$ cat src/rtl/tl_pkg.sv
// tl_pkg: phase, lamp and fault encodings shared by the lamp controller and monitor.
package tl_pkg;
  typedef enum logic [1:0] {PH_R = 2'd0, PH_G = 2'd1, PH_Y = 2'd2, PH_NONE = 2'd3} phase_t;
  typedef enum logic [2:0] {F_NONE = 3'd0, F_ILLEGAL = 3'd1, F_SEQ = 3'd2, F_SHORT = 3'd3, F_STUCK = 3'd4} fault_t;
  typedef enum logic [1:0] {ST_IDLE, ST_LOCKED, ST_FAULT} state_t;
  localparam logic [2:0] LAMP_R = 3'b100;
  localparam logic [2:0] LAMP_G = 3'b010;
  localparam logic [2:0] LAMP_Y = 3'b001;
  function automatic phase_t next_phase(phase_t p);
    return p == PH_R ? PH_G : p == PH_G ? PH_Y : p == PH_Y ? PH_R : PH_NONE;
  endfunction
endpackage

$ cat src/rtl/tl_lamp_monitor_if.sv
// tl_lamp_monitor_if: lamp bus plus monitor status; master drives the lamps, slave is the monitor.
interface tl_lamp_monitor_if #(parameter int CNT_W = 8);
  logic [2:0] rgb;
  logic clr_fault;
  logic [1:0] phase;
  logic locked;
  logic phase_chg;
  logic [CNT_W-1:0] dwell;
  logic [CNT_W-1:0] cycle_cnt;
  logic fault;
  logic [2:0] fault_code;
  modport master(output rgb, clr_fault, input phase, locked, phase_chg, dwell, cycle_cnt, fault, fault_code);
  modport slave(input rgb, clr_fault, output phase, locked, phase_chg, dwell, cycle_cnt, fault, fault_code);
endinterface

$ cat src/rtl/tl_lamp_decode.sv
// tl_lamp_decode: one-hot lamp pattern to phase; anything else is flagged invalid.
module tl_lamp_decode
  import tl_pkg::*;
(
  input  logic [2:0] rgb,
  output logic       valid,
  output phase_t     phase
);
  always_comb begin
    phase = rgb == LAMP_R ? PH_R : rgb == LAMP_G ? PH_G : rgb == LAMP_Y ? PH_Y : PH_NONE;
    valid = phase != PH_NONE;
  end
endmodule

$ cat src/rtl/tl_lamp_monitor.sv
// tl_lamp_monitor: checks lamp legality, R->G->Y->R order and dwell bounds; latches first fault.
module tl_lamp_monitor
  import tl_pkg::*;
#(
  parameter int MIN_DWELL = 1,
  parameter int MAX_DWELL = 255,
  parameter int CNT_W     = 8
) (
  input logic clk,
  input logic rst,
  tl_lamp_monitor_if.slave bus
);
  logic valid;
  phase_t dec;
  tl_lamp_decode u_dec (.rgb(bus.rgb), .valid(valid), .phase(dec));
  state_t state_q, state_d;
  phase_t phase_q, phase_d;
  fault_t code_q, code_d, lock_code;
  logic [CNT_W-1:0] dwell_q, dwell_d, cnt_q, cnt_d;
  logic chg_q, chg_d, is_same, is_next;
  always_comb begin
    state_d = state_q;
    phase_d = phase_q;
    code_d = code_q;
    dwell_d = dwell_q;
    cnt_d = cnt_q;
    chg_d = 1'b0;
    is_same = dec == phase_q;
    is_next = dec == next_phase(phase_q);
    // priority: illegal, out of order, too short, held too long
    lock_code = !valid ? F_ILLEGAL
              : !(is_same || is_next) ? F_SEQ
              : is_next && dwell_q < CNT_W'(MIN_DWELL) ? F_SHORT
              : is_same && dwell_q == CNT_W'(MAX_DWELL) ? F_STUCK
              : F_NONE;
    case (state_q)
      ST_IDLE: begin
        if (!valid) begin
          state_d = ST_FAULT;
          code_d = F_ILLEGAL;
        end else if (dec == PH_R) begin
          state_d = ST_LOCKED;
          phase_d = PH_R;
          dwell_d = CNT_W'(1);
        end
      end
      ST_LOCKED: begin
        if (lock_code != F_NONE) begin
          state_d = ST_FAULT;
          code_d = lock_code;
          phase_d = PH_NONE;
        end else if (is_next) begin
          phase_d = dec;
          dwell_d = CNT_W'(1);
          chg_d = 1'b1;
          cnt_d = dec == PH_R && !(&cnt_q) ? cnt_q + CNT_W'(1) : cnt_q;
        end else begin
          dwell_d = dwell_q + CNT_W'(1);
        end
      end
      ST_FAULT: begin
        if (bus.clr_fault) begin
          state_d = ST_IDLE;
          code_d = F_NONE;
          dwell_d = '0;
        end
      end
      default: state_d = ST_IDLE;
    endcase
  end
  always_ff @(posedge clk) begin
    if (rst) begin
      state_q <= ST_IDLE;
      phase_q <= PH_NONE;
      code_q <= F_NONE;
      dwell_q <= '0;
      cnt_q <= '0;
      chg_q <= 1'b0;
    end else begin
      state_q <= state_d;
      phase_q <= phase_d;
      code_q <= code_d;
      dwell_q <= dwell_d;
      cnt_q <= cnt_d;
      chg_q <= chg_d;
    end
  end
  assign bus.phase = phase_q;
  assign bus.locked = state_q == ST_LOCKED;
  assign bus.phase_chg = chg_q;
  assign bus.dwell = dwell_q;
  assign bus.cycle_cnt = cnt_q;
  assign bus.fault = state_q == ST_FAULT;
  assign bus.fault_code = code_q;
endmodule

$ cat src/flat_wrapper.sv
// flat-port wrapper written by rule: the top's interface ports become plain ports
module tl_lamp_monitor_flat import tl_pkg::*;
#(
  parameter int MIN_DWELL = 1,
  parameter int MAX_DWELL = 255,
  parameter int CNT_W     = 8
)
  (clk, rst, bus_rgb, bus_clr_fault, bus_phase, bus_locked, bus_phase_chg, bus_dwell, bus_cycle_cnt, bus_fault, bus_fault_code);
  tl_lamp_monitor_if #(.CNT_W(CNT_W)) bus_i ();
  input logic clk;
  input logic rst;
  input wire logic [$bits(bus_i.rgb)-1:0] bus_rgb;
  input wire logic [$bits(bus_i.clr_fault)-1:0] bus_clr_fault;
  output wire logic [$bits(bus_i.phase)-1:0] bus_phase;
  output wire logic [$bits(bus_i.locked)-1:0] bus_locked;
  output wire logic [$bits(bus_i.phase_chg)-1:0] bus_phase_chg;
  output wire logic [$bits(bus_i.dwell)-1:0] bus_dwell;
  output wire logic [$bits(bus_i.cycle_cnt)-1:0] bus_cycle_cnt;
  output wire logic [$bits(bus_i.fault)-1:0] bus_fault;
  output wire logic [$bits(bus_i.fault_code)-1:0] bus_fault_code;
  assign bus_i.rgb = bus_rgb;
  assign bus_i.clr_fault = bus_clr_fault;
  assign bus_phase = bus_i.phase;
  assign bus_locked = bus_i.locked;
  assign bus_phase_chg = bus_i.phase_chg;
  assign bus_dwell = bus_i.dwell;
  assign bus_cycle_cnt = bus_i.cycle_cnt;
  assign bus_fault = bus_i.fault;
  assign bus_fault_code = bus_i.fault_code;
  tl_lamp_monitor #(.MIN_DWELL(MIN_DWELL), .MAX_DWELL(MAX_DWELL), .CNT_W(CNT_W)) u_core (.clk(clk), .rst(rst), .bus(bus_i));
endmodule
$ cat config.mk
export PLATFORM = sky130hd
export DESIGN_NAME = tl_lamp_monitor_flat
export DESIGN_NICKNAME = d
export VERILOG_FILES = /design/src/rtl/tl_pkg.sv /design/src/rtl/tl_lamp_monitor_if.sv /design/src/rtl/tl_lamp_decode.sv /design/src/rtl/tl_lamp_monitor.sv /design/src/flat_wrapper.sv
export SDC_FILE = /design/constraint.sdc
export NUM_CORES = 1
export LEC_CHECK = 0
export CAP_MARGIN = 25
export CELL_PAD_IN_SITES_DETAIL_PLACEMENT = 1
export CELL_PAD_IN_SITES_GLOBAL_PLACEMENT = 1
export CORE_MARGIN = 5
export CORE_UTILIZATION = 40
export DETAILED_ROUTE_END_ITERATION = 10
export PLACE_DENSITY_LB_ADDON = 0.1
export RECOVER_POWER = 25
export SLEW_MARGIN = 20
export SYNTH_ARGS = -nofsm -noshare
export SYNTH_HDL_FRONTEND = slang
export SYNTH_SLANG_ARGS = --single-unit
$ cat constraint.sdc
create_clock -name clk -period 9 [get_ports clk]
set_clock_uncertainty 0.05 [all_clocks]
set_input_delay 1.8 -clock clk [delete_from_list [all_inputs] [get_ports clk]]
set_output_delay 1.8 -clock clk [all_outputs]
set_load 0.005 [all_outputs]
After elaboration in Yosys (flattened, before gate mapping):

Cells that the tools add are included.

* flip-flop bits (word level): 24
* bits of input ports: 6
* output and inout bits: 24
* word-level logic and storage cells: 79

* $add $sub $neg: 2
* magnitude comparators: 1
* equality and inequality tests: 19
* muxes and demuxes: 31
* bitwise gates (word level): 2
* reductions and logical operators: 18

Operator list (number)
* 8-bit 2-to-1 mux: 5
* 2-bit 2-to-1 mux: 13
* 8-bit one-hot mux with 3 select lines: 1
* 3-bit 2-to-1 mux: 7
* 8-bit by 1-bit adder with 8-bit output (second input constant): 2
* 4-bit AND reduction: 3
* 3-bit one-hot mux with 3 select lines: 1
* 8-bit == test (second input constant): 1
* 8-bit by 1-bit less-than comparator with 1-bit output (second input constant): 1
* 2-bit != test (second input constant): 4
* 8-bit AND reduction: 1
* 2-bit logical NOT: 3
* 2-bit by 1-bit != test with 1-bit output (second input constant): 3
* 2-bit one-hot mux with 3 select lines: 1
* 3-bit nonzero test: 2
* 5-bit AND reduction: 1
* 2-bit by 1-bit == test with 1-bit output (second input constant): 2
* 2-bit == test: 2
* 2-bit == test (second input constant): 2
* 2-bit one-hot mux with 2 select lines: 1
* 3-bit by 1-bit == test with 1-bit output (second input constant): 1
* 3-bit by 2-bit == test with 1-bit output (second input constant): 1
* 3-bit == test (second input constant): 1
* 1-bit logical AND: 3
* 9 further kinds: 11

Logic depth before layout (Yosys ltp):

* depth in word-level cells: 13
* gate-level depth with buffers: 11
* gate-level depth less buffers: 10

Hierarchy:

A second synthesis with hierarchy kept.

* cells, all modules: 187
* area total of the unflattened synthesis: 1592.8 um^2

Modules (own cells, without submodules)
* tl_lamp_monitor: instances 1, cells each 180, area each 1541.5 um^2, sequential area each 480.5 um^2
* tl_lamp_decode: instances 1, cells each 7, area each 51.3 um^2, sequential area each 0.0 um^2

Worst setup path before layout:

OpenSTA, ideal clock, no wires.

* path kind: input to register
* from: in bus_rgb[0]
* to: reg u_core.dwell_q[0] (netlist: u_core.bus.dwell[0])
* setup time: 0.121 ns
* data arrival time: 4.060 ns
* data required time: 8.829 ns
* path slack: 4.769 ns
* stages on the path: 10
* buffers on the path: 2
* cells stage by stage: clkbuf_1 > xor2_1 > nand2b_1 > ha_1 > clkbuf_1 > nand2b_1 > a211o_1 > a211o_1 > o22ai_1 > mux2_2

* cells in the longest elaborated chain, start to end: 13
* elaborated cells on any way between the ends: 25
* those cells by class: 9 x eq/ne; 10 x mux; 6 x reduce/logical

Ends and longest elaborated chain
* from (decl): RTL line flat_wrapper.sv:12 `input wire logic [$bits(bus_i.rgb)-1:0] bus_rgb;`
* 3-bit by 1-bit == test with 1-bit output: RTL line tl_lamp_decode.sv:10 `phase = rgb == LAMP_R ? PH_R : rgb == LAMP_G ? PH_G : rgb == LAMP_Y ? PH_Y : PH_NONE;`
* 1-bit 2-to-1 mux: RTL line tl_lamp_decode.sv:10
* 2-bit 2-to-1 mux: RTL line tl_lamp_decode.sv:10
* 2-bit 2-to-1 mux (*): RTL line tl_lamp_decode.sv:10
* 2-bit == test: RTL line tl_lamp_monitor.sv:28 `is_same = dec == phase_q;`
* 1-bit logical AND: RTL line tl_lamp_monitor.sv:34 `: is_same && dwell_q == CNT_W'(MAX_DWELL) ? F_STUCK`
* 3-bit 2-to-1 mux: RTL line tl_lamp_monitor.sv:34
* 3-bit 2-to-1 mux: RTL line tl_lamp_monitor.sv:33 `: is_next && dwell_q < CNT_W'(MIN_DWELL) ? F_SHORT`
* 3-bit 2-to-1 mux: RTL line tl_lamp_monitor.sv:32 `: !(is_same || is_next) ? F_SEQ`
* 3-bit 2-to-1 mux: RTL line tl_lamp_monitor.sv:31 `lock_code = !valid ? F_ILLEGAL`
* 3-bit nonzero test: RTL line tl_lamp_monitor.sv:48 `if (lock_code != F_NONE) begin`
* 2-bit != test (no source line)
* 5-bit AND reduction (no source line)
* to (signal assigned): RTL line tl_lamp_monitor.sv:83 `dwell_q <= dwell_d;`
* to (decl): RTL line tl_lamp_monitor.sv:19 `logic [CNT_W-1:0] dwell_q, dwell_d, cnt_q, cnt_d;`

Every way passes the cells marked *; elsewhere a longest branch is shown, timed or not. The select of a mux whose other input is x is not followed.
A chain may end at the register's enable or synchronous reset.

Worst setup path in the final report:

* from: in bus_rgb[2]
* to: reg u_core.dwell_q[0] (netlist: u_core.bus.dwell[0])

The elaborated chain is that of the path after synthesis.

==> flow_summary.ini <==
[outcome]
outcome = finished clean

[detailed_routing]
post_drt_wl_per_cell_um = 16.9
ant_nets = 0
firstDrtPassIters = 4
drt-initial-drc-count = 82
via_count = 1662
totalWireLength_um = 4680
vias_per_cell = 6.00
drcViolationCount = 0

[grt]
grt_pass1_wl_um = 8140
grt_use_total_pct = 18.3
use_met2_pct = 32.0
use_met3_pct = 3.07
grt_max_degree = 27
top_usage_layer = met2
grt-ovfl-total = 0
grt_pass1_vias = 1774
antenna_found_initial = 0
met1_usage_pct = 22.6

[power_and_ir_drop]
p_sw_share_pct = 42.2
p_int_w = 0.000228
max-vdd-ir-drop_uv = 94.7
power_w = 0.000394
power_switching_w = 0.000167
p_comb_share_pct = 50.5
leakage_nw = 0.768
sequentialPowerShare_pct = 33.1
clockPowerShare_pct = 16.4
cellPowerDensity_nw_per_um2 = 195

[clocking]
cts_tree = yes
clk_pin_slew_ps = 90
cts_buffers = 3
htreeDepth = 1
clock-sinks = 24
clockBufferDepth = 2
cts_hold_buf = 0
postCtsSetupRepairBufs = 0
root_buffer = clkbuf_8
post_cts_resize_count = 0
clk_latency_ps = 270

[layout]
final_nets = 246
drive_above_1_share_pct = 3.96
antenna_cells = 0
syn_to_final_growth_pct = 20.2
final_util_pct = 50.1

[critical_path]
crit_fanout = 11
arrival_ps = 4730
setup.worst_path.start_class = input port
end_kind = flip-flop
cp.required_ps = 9120
criticalPathCategory = in -> reg

[worst_hold_path]
hold_class = reg -> reg

[timing]
finalCritPeriodShare_pct = 51.3
setup_viol = 0
fin_crit_ps = 4610
final-hold-violation-count = 0
tns_ps = 0
worst_pin_slew_ps = 629
report.final.slew_viol_count = 0
slew_headroom_pct = 56.8
rsz0062_at_grt = no
max_freq_ghz = 0.217

[logic_synthesis]
synth_nets = 222
synth-async-reset-ratio_pct = 0
syn_area_um2 = 1680
syn-instance-count = 205
synth_cell_types = 50
ys_seq_elements = 24
ys.flop_type = dfxtp_1
synth.avg_cell_area_um2 = 8.18
yosys_warnings = 0
ys_seq_area_share_pct = 28.6
synth_edf_count = 0

[floorplan]
die_area_um2 = 5590
fp.dieH_um = 74.8
initial_core_util_pct = 41.6
fp-row-count = 23
die_w_um = 74.8
core-area_um2 = 4030
io_pins = 30

[placed_design]
port_buffers = 29
hpwl_um = 3600
place_congestion = 0.921

[job]
maxCapViolations = 0
-- synthesized netlist by cell type (all sizes together) (2+ instances only) --
master,count,area [µm²]
dfxtp,24,480
a21oi,14,70.1
inv,13,48.8
nor2,13,48.8
ha,11,138
nand3,11,55.1
nand2,9,33.8
nand2b,7,43.8
nor4,7,43.8
a31oi,6,37.5
buf,6,47.5
clkbuf,6,22.5
o31ai,6,45.0
or3,6,37.5
nor2b,5,31.3
o21ai,5,25.0
and3,4,30.0
nand3b,4,30.0
nor3,4,20.0
or4,4,30.0
a211o,3,26.3
mux2,3,33.8
mux2i,3,30.0
nor4b,3,26.3
o2bb2ai,3,26.3
and4,2,17.5
nand4,2,12.5
nor4bb,2,20.0
o22ai,2,12.5
or3b,2,17.5
xor2,2,17.5
-- worst paths after layout --
path,depth (start not counted),slack [ps],endpoint,start
setup reg to reg,9,5720,u_core.bus.dwell[0]$_SDFFE_PP0P_,u_core.bus.phase[0]$_SDFFE_PP1P_
hold reg to reg,2,430,u_core.bus.fault_code[2]$_SDFFE_PP0P_,u_core.bus.fault_code[2]$_SDFFE_PP0P_
setup / recovery,9,4390,u_core.bus.dwell[0]$_SDFFE_PP0P_,bus_rgb[2]
hold / removal,2,430,u_core.bus.fault_code[2]$_SDFFE_PP0P_,u_core.bus.fault_code[2]$_SDFFE_PP0P_
-- cell usage in the layout, fill, tap and decap left out, types with 4 or more instances in the layout --
| cell | n |
|---|---|
| nand3_1 | 11 |
| o21ai_0 | 4 |
| dfxtp_1 | 24 |
| nand3b_1 | 4 |
| nor2b_1 | 5 |
| ha_1 | 11 |
| nand2_1 | 9 |
| nand2b_1 | 7 |
| or3_1 | 6 |
| dlygate4sd3_1 | 12 |
| inv_1 | 13 |
| nor2_1 | 13 |
| a21oi_1 | 14 |
| nor3_1 | 4 |
| nor4_1 | 7 |
| clkdlybuf4s50_1 | 17 |
| a31oi_1 | 6 |
| o31ai_1 | 6 |
| or4_1 | 4 |
-- state kept, by name, summed over array words and instances (netlist names) --
name,flops
u_core.bus.cycle_cnt,8
u_core.bus.dwell,8
u_core.bus.fault_code,3
u_core.bus.phase,2
u_core.bus.phase_chg,1
u_core.state_q,2
-- cell type report --
class	instances	area (µm²)
Fill cell	506	2010
Multi-Input combinational cell	156	1080
Timing Repair Buffer	31	305
Clock buffer	3	41.3
Sequential cell	24	480
Tap cell	50	62.6
Inverter	13	48.8
-- stage by stage --
stage          cells  hold WS, ps  setup WS (ps)  cell area, µm²
3_5_place_dp     274          429           4110            1980
4_1_cts          277          441           4380            2020
2_1_floorplan    205          419           4770            1680
6_report         277          431           4390            2020
3_3_place_gp     274          418           4210            1980
5_1_grt          277          483           4180            2020
-- metal layers --
metal	routed length (µm)	share of wire, %	vias up
li1	-	-	810
met5	0	0	-
met1	2120	45	810
met2	2310	49	36
met3	198	4.2	6
met4	55	1.2	0
-- power groups by stage --
stage	Clock (W)	Combinational (W)	Sequential, W
after floorplan	0	0.000148	0.000131
after global placement	0	0.000193	0.000132
after detailed placement	0	0.000200	0.000133
after CTS	0.0000658	0.000202	0.000130
after global routing	0.0000708	0.000222	0.000133
final	0.0000647	0.000199	0.000130
-- critical path: stages --
cell,delay [ps]
clkdlybuf4s50_1,690
xor2_1,200
nand2b_1,120
ha_1,340
nand2b_1,210
a211o_1,380
a211o_1,320
o22ai_1,300
mux2_2,380
-- kinds of logic (layout without fill, tap and decap cells) --
logic type / after synthesis / after routing / synth area share [%]
flip-flops: 24 / 24 / 28.6
adder cells (fa/ha/maj): 12 / 12 / 8.80
AO/OA/AOI/OAI: 50 / 50 / 20.2
buffers and inverters: 25 / 47 / 7.08
multiplexers: 6 / 6 / 3.80
XOR/XNOR: 2 / 2 / 1.04
AND/OR/NAND/NOR: 86 / 86 / 30.4
(Power assumes the default switching activity.)
